**src/rtl/seqdec_sched.sv**
```systemverilog
// seqdec_sched: round-robin sharing of one serial "00001" detector between two word requesters.
// Each granted word is flushed into the detector, shifted MSB first, and its matches are counted.
module seqdec_sched #(
    parameter int WIDTH = 16,
    parameter int CNT_W = 5
) (
    input  logic             i_clock,
    input  logic             i_reset,
    input  logic [1:0]       i_req_valid,
    input  logic [WIDTH-1:0] i_req_data0,
    input  logic [WIDTH-1:0] i_req_data1,
    output logic [1:0]       o_req_ack,
    output logic             o_det_data,
    input  logic             i_det_found,
    output logic             o_busy,
    output logic             o_res_valid,
    output logic             o_res_id,
    output logic [CNT_W-1:0] o_res_count
);

    localparam int               TW        = $clog2(WIDTH);
    localparam logic [TW-1:0]    TMR_FLUSH = TW'(1);
    localparam logic [TW-1:0]    TMR_SHIFT = TW'(WIDTH - 1);
    localparam logic [CNT_W-1:0] CNT_MAX   = '1;

    typedef enum logic [2:0] {
        S_IDLE,
        S_FLUSH,
        S_SHIFT,
        S_DRAIN,
        S_DONE
    } state_t;

    state_t           r_state;
    logic [WIDTH-1:0] r_word;
    logic [TW-1:0]    r_tmr;
    logic             r_ptr;

    logic             w_grant;
    logic             w_gid;

    always_comb begin
        w_grant = |i_req_valid;
        case (i_req_valid)
            2'b01:   w_gid = 1'b0;
            2'b10:   w_gid = 1'b1;
            default: w_gid = r_ptr;
        endcase
    end

    always_ff @(posedge i_clock or posedge i_reset) begin
        if (i_reset) begin
            r_state     <= S_IDLE;
            r_word      <= '0;
            r_tmr       <= '0;
            r_ptr       <= 1'b0;
            o_req_ack   <= 2'b00;
            o_det_data  <= 1'b1;
            o_busy      <= 1'b0;
            o_res_valid <= 1'b0;
            o_res_id    <= 1'b0;
            o_res_count <= '0;
        end else begin
            o_req_ack   <= 2'b00;
            o_res_valid <= 1'b0;
            case (r_state)
                S_IDLE: begin
                    o_det_data <= 1'b1;
                    if (w_grant) begin
                        r_word      <= w_gid ? i_req_data1 : i_req_data0;
                        o_res_id    <= w_gid;
                        o_res_count <= '0;
                        o_req_ack   <= w_gid ? 2'b10 : 2'b01;
                        o_busy      <= 1'b1;
                        r_tmr       <= TMR_FLUSH;
                        r_state     <= S_FLUSH;
                        if (&i_req_valid)
                            r_ptr <= ~r_ptr;
                    end
                end
                S_FLUSH: begin
                    // Flush-induced found pulses are not part of the word.
                    if (r_tmr == '0) begin
                        o_det_data <= r_word[WIDTH-1];
                        r_word     <= {r_word[WIDTH-2:0], 1'b0};
                        r_tmr      <= TMR_SHIFT;
                        r_state    <= S_SHIFT;
                    end else begin
                        r_tmr <= r_tmr - TW'(1);
                    end
                end
                S_SHIFT: begin
                    // First SHIFT cycle still shows the response to the last flush bit.
                    if (r_tmr != TMR_SHIFT && i_det_found && o_res_count != CNT_MAX)
                        o_res_count <= o_res_count + CNT_W'(1);
                    if (r_tmr == '0) begin
                        o_det_data <= 1'b1;
                        r_state    <= S_DRAIN;
                    end else begin
                        o_det_data <= r_word[WIDTH-1];
                        r_word     <= {r_word[WIDTH-2:0], 1'b0};
                        r_tmr      <= r_tmr - TW'(1);
                    end
                end
                S_DRAIN: begin
                    if (i_det_found && o_res_count != CNT_MAX)
                        o_res_count <= o_res_count + CNT_W'(1);
                    o_res_valid <= 1'b1;
                    r_state     <= S_DONE;
                end
                S_DONE: begin
                    o_busy  <= 1'b0;
                    r_state <= S_IDLE;
                end
                default: begin
                    o_busy     <= 1'b0;
                    o_det_data <= 1'b1;
                    r_state    <= S_IDLE;
                end
            endcase
        end
    end

endmodule

```
**config.mk**
```make
export PLATFORM = sky130hd
export DESIGN_NAME = seqdec_sched
export DESIGN_NICKNAME = d
export VERILOG_FILES = /design/src/rtl/seqdec_sched.sv
export SDC_FILE = /design/constraint.sdc
export NUM_CORES = 1
export LEC_CHECK = 0
export CAP_MARGIN = 20
export CELL_PAD_IN_SITES_DETAIL_PLACEMENT = 0
export CELL_PAD_IN_SITES_GLOBAL_PLACEMENT = 1
export CORE_MARGIN = 3
export CORE_UTILIZATION = 39
export CTS_BUF_LIST = sky130_fd_sc_hd__clkbuf_8
export DETAILED_ROUTE_END_ITERATION = 10
export PLACE_DENSITY = 0.89
export RECOVER_POWER = 50
export SKIP_CTS_REPAIR_TIMING = 1
export SYNTH_ARGS = -nofsm -noshare
export SYNTH_HDL_FRONTEND = slang
export SYNTH_SLANG_ARGS = --single-unit
```
**constraint.sdc**
```tcl
create_clock -name i_clock -period 2.78 [get_ports i_clock]
set_input_delay 0.556 -clock i_clock [delete_from_list [all_inputs] [get_ports i_clock]]
set_output_delay 0.556 -clock i_clock [all_outputs]
set_load 0.1 [all_outputs]
```
==> out/results.txt <==
register area share after synthesis: 42.1%
DP Wirelength: 3300 um
CP Data Arrival Time: 2.60 ns
FF+latch count, synth: 35
leakage power: 1.16 nW
fin util: 53.7%
final period utilization: 85.6%
Clk Latency, worst-skew pair: 0.29 ns
Startpoint Class: input port
hold depth: 1
clk sinks: 35
std cell rows: 25
Ys Warns: 0
critical path data required time: 3.00 ns
global route overflow: 0
Setup TNS: 0 ns
Top Ports: 48
share of cells above drive strength 1: 13.3%
worst hold path startpoint: r_word[8]
deepest clock path buffer count: 2
post-synthesis cell area: 2080 um2
top cells by count, synth: nand2_1, dfrtp_1, nand3_1
Yosys top cell by area: dfrtp_1
fin crit period: 2.38 ns
Die Width: 79.1 um
Multi-input gate area: 1060 um2
Fin. Hold Viols: 0
Die Y: 79.1 um
initial antenna violation count: 0
CTS H-tree lvls: 2
TritonRoute pass-1 iters: 4
first-pass GRT wire length: 7840 um
synth unique cells: 45
area taken by flip-flops and latches: 877 um2
Critical Path Fanout Max: 7
RSZ-0062 raised after global routing: false
die area: 6250 um2
ys async rst share: 100%
syn_area_per_cell: 9.43 um2
outcome: complete, no violations
number of synthesized flops with an enable pin: 0
number of port buffers: 47
Crit Reg-Reg Startpoint: r_tmr[0]
fillers: 505
Max Cap Viol: 0
Mapped Nets: 265
# setup viols final: 0
Routed WL: 4650 um
RR Endpoint: r_word[0]
largest net degree at the start of global routing: 36
Crit Path Category: in2reg
Final nets: 313
routed len/inst: 13.8 um
Synth top area share: 40.8%
vias in the first global route: 1,666
DR iter-0 viols: 187
RePlAce Congestion: 0.832
Clock transition at path regs: 0.08 ns
Final Max Tran Viols: 0
Max Clk Rate: 0.420 GHz
CTS tree: done
Final Skew: 0.00620 ns
Rel. slew slack: 21.7%
Hold EP: r_word[8]
reg2reg path depth: 6
Starting Density: 42.2%
worst vdd ir: 0.793 mV
total vias in the final route: 1,773
synth-to-layout area growth: 27.5%
FF-to-FF setup slack: 0.43 ns
top-count cell post-synth: nand2_1
root buffer selected by CTS: clkbuf_8
top post-synthesis cells by area: dfrtp_1, nand2_1, a32o_1, o21a_1, ha_1
Synth Instances: 221
CTS Buf Count: 5
Power Dens Cells: 1200 nW/um2
CP Capture Type: flop
Antenna diodes: 0
routed vias/inst: 5.26
worst hold path type: reg2reg
DRC viols: 0
GRT Total Usage: 15.6%
ys flop type: dfrtp_1
CORE AREA: 4940 um2
Routed Antenna Nets: 0
worst slew pin tran: 1.18 ns
registers in the layout (all words and copies together) (netlist names):
signal / cells
o_busy: 1
o_det_data: 1
o_req_ack: 2
o_res_count: 5
o_res_id: 1
o_res_valid: 1
r_ptr: 1
r_state: 3
r_tmr: 4
r_word: 16
power by group:
group          internal (W)  switching [W]  leakage (nW)
registers          0.000729       0.000218         0.441
clock network      0.000267       0.000192        0.0581
logic              0.000720        0.00107         0.666
critical path, cell delays in order:
cell and delay [ns]:
clkdlybuf4s50_1 0.48, inv_1 0.06, ha_1 0.27, buf_4 0.18, nor3_2 0.21, o221ai_1 0.29, or3_1 0.41, a21oi_1 0.14
cell type report:
cell class | count | area share, %
Clock buffer | 5 | 2.59
Clock inverter | 3 | 1.65
Inverter | 9 | 1.27
Multi-Input combinational cell | 163 | 39.9
Sequential cell | 35 | 33.0
Tap cell | 67 | 3.16
Timing Repair Buffer | 55 | 18.4
metal layers:
metal | routed length, um | global-route usage, % | vias to the layer above
met2 | 2050 | 24.1 | 36
met5 | 0 | 0 | -
met4 | 59 | 4.64 | 0
li1 | - | - | 894
met3 | 215 | 3.63 | 5
met1 | 2330 | 21.8 | 838
worst max path at each step:
stage | start | to | slack [ns] | cells past startpoint
floorplan | o_res_count[0] | o_res_count[3] | 0.32 | 7
global placement | i_req_valid[0] | o_res_count[3] | 0.17 | 8
detailed placement | i_req_valid[0] | o_res_count[3] | 0.1 | 8
CTS | i_req_valid[0] | o_res_count[3] | 0.40 | 8
global route | i_req_valid[0] | o_res_count[3] | 0.25 | 8
finish | i_req_valid[0] | o_res_count[3] | 0.40 | 8
layout by cell type (no fill, tap or decap), types with 4 or more instances in the layout:
cell type	n
clkbuf_8	5
inv_1	9
nand2_1	38
buf_4	15
ha_1	7
nor2_1	11
nor3_1	5
o21ai_0	7
o21a_1	15
clkdlybuf4s50_1	35
a21oi_1	12
nor4_1	4
a32o_1	13
nand3_1	16
dfrtp_1	34
cells by family after synthesis:
family	count (synthesis)	synth area share, %
compound gates	61	22.8
xor+xnor	2	0.841
fa+ha+maj	7	4.20
buf+inv	23	7.15
flops	35	42.1
mux	5	2.58
simple gates	88	20.3
through the flow:
stage          setup WS, ns  total power [W]  cells  area [um2]  hold WS (ns)
6_report              0.399          0.00320    337        2660         0.497
5_1_grt               0.255          0.00345    337        2660         0.518
4_1_cts               0.405          0.00323    337        2670         0.500
3_5_place_dp         0.0964          0.00276    329        2560         0.482
3_3_place_gp          0.174          0.00273    329        2560         0.475
2_1_floorplan         0.316          0.00246    221        2080         0.461
No activity file was read; power rests on OpenSTA's default activity.
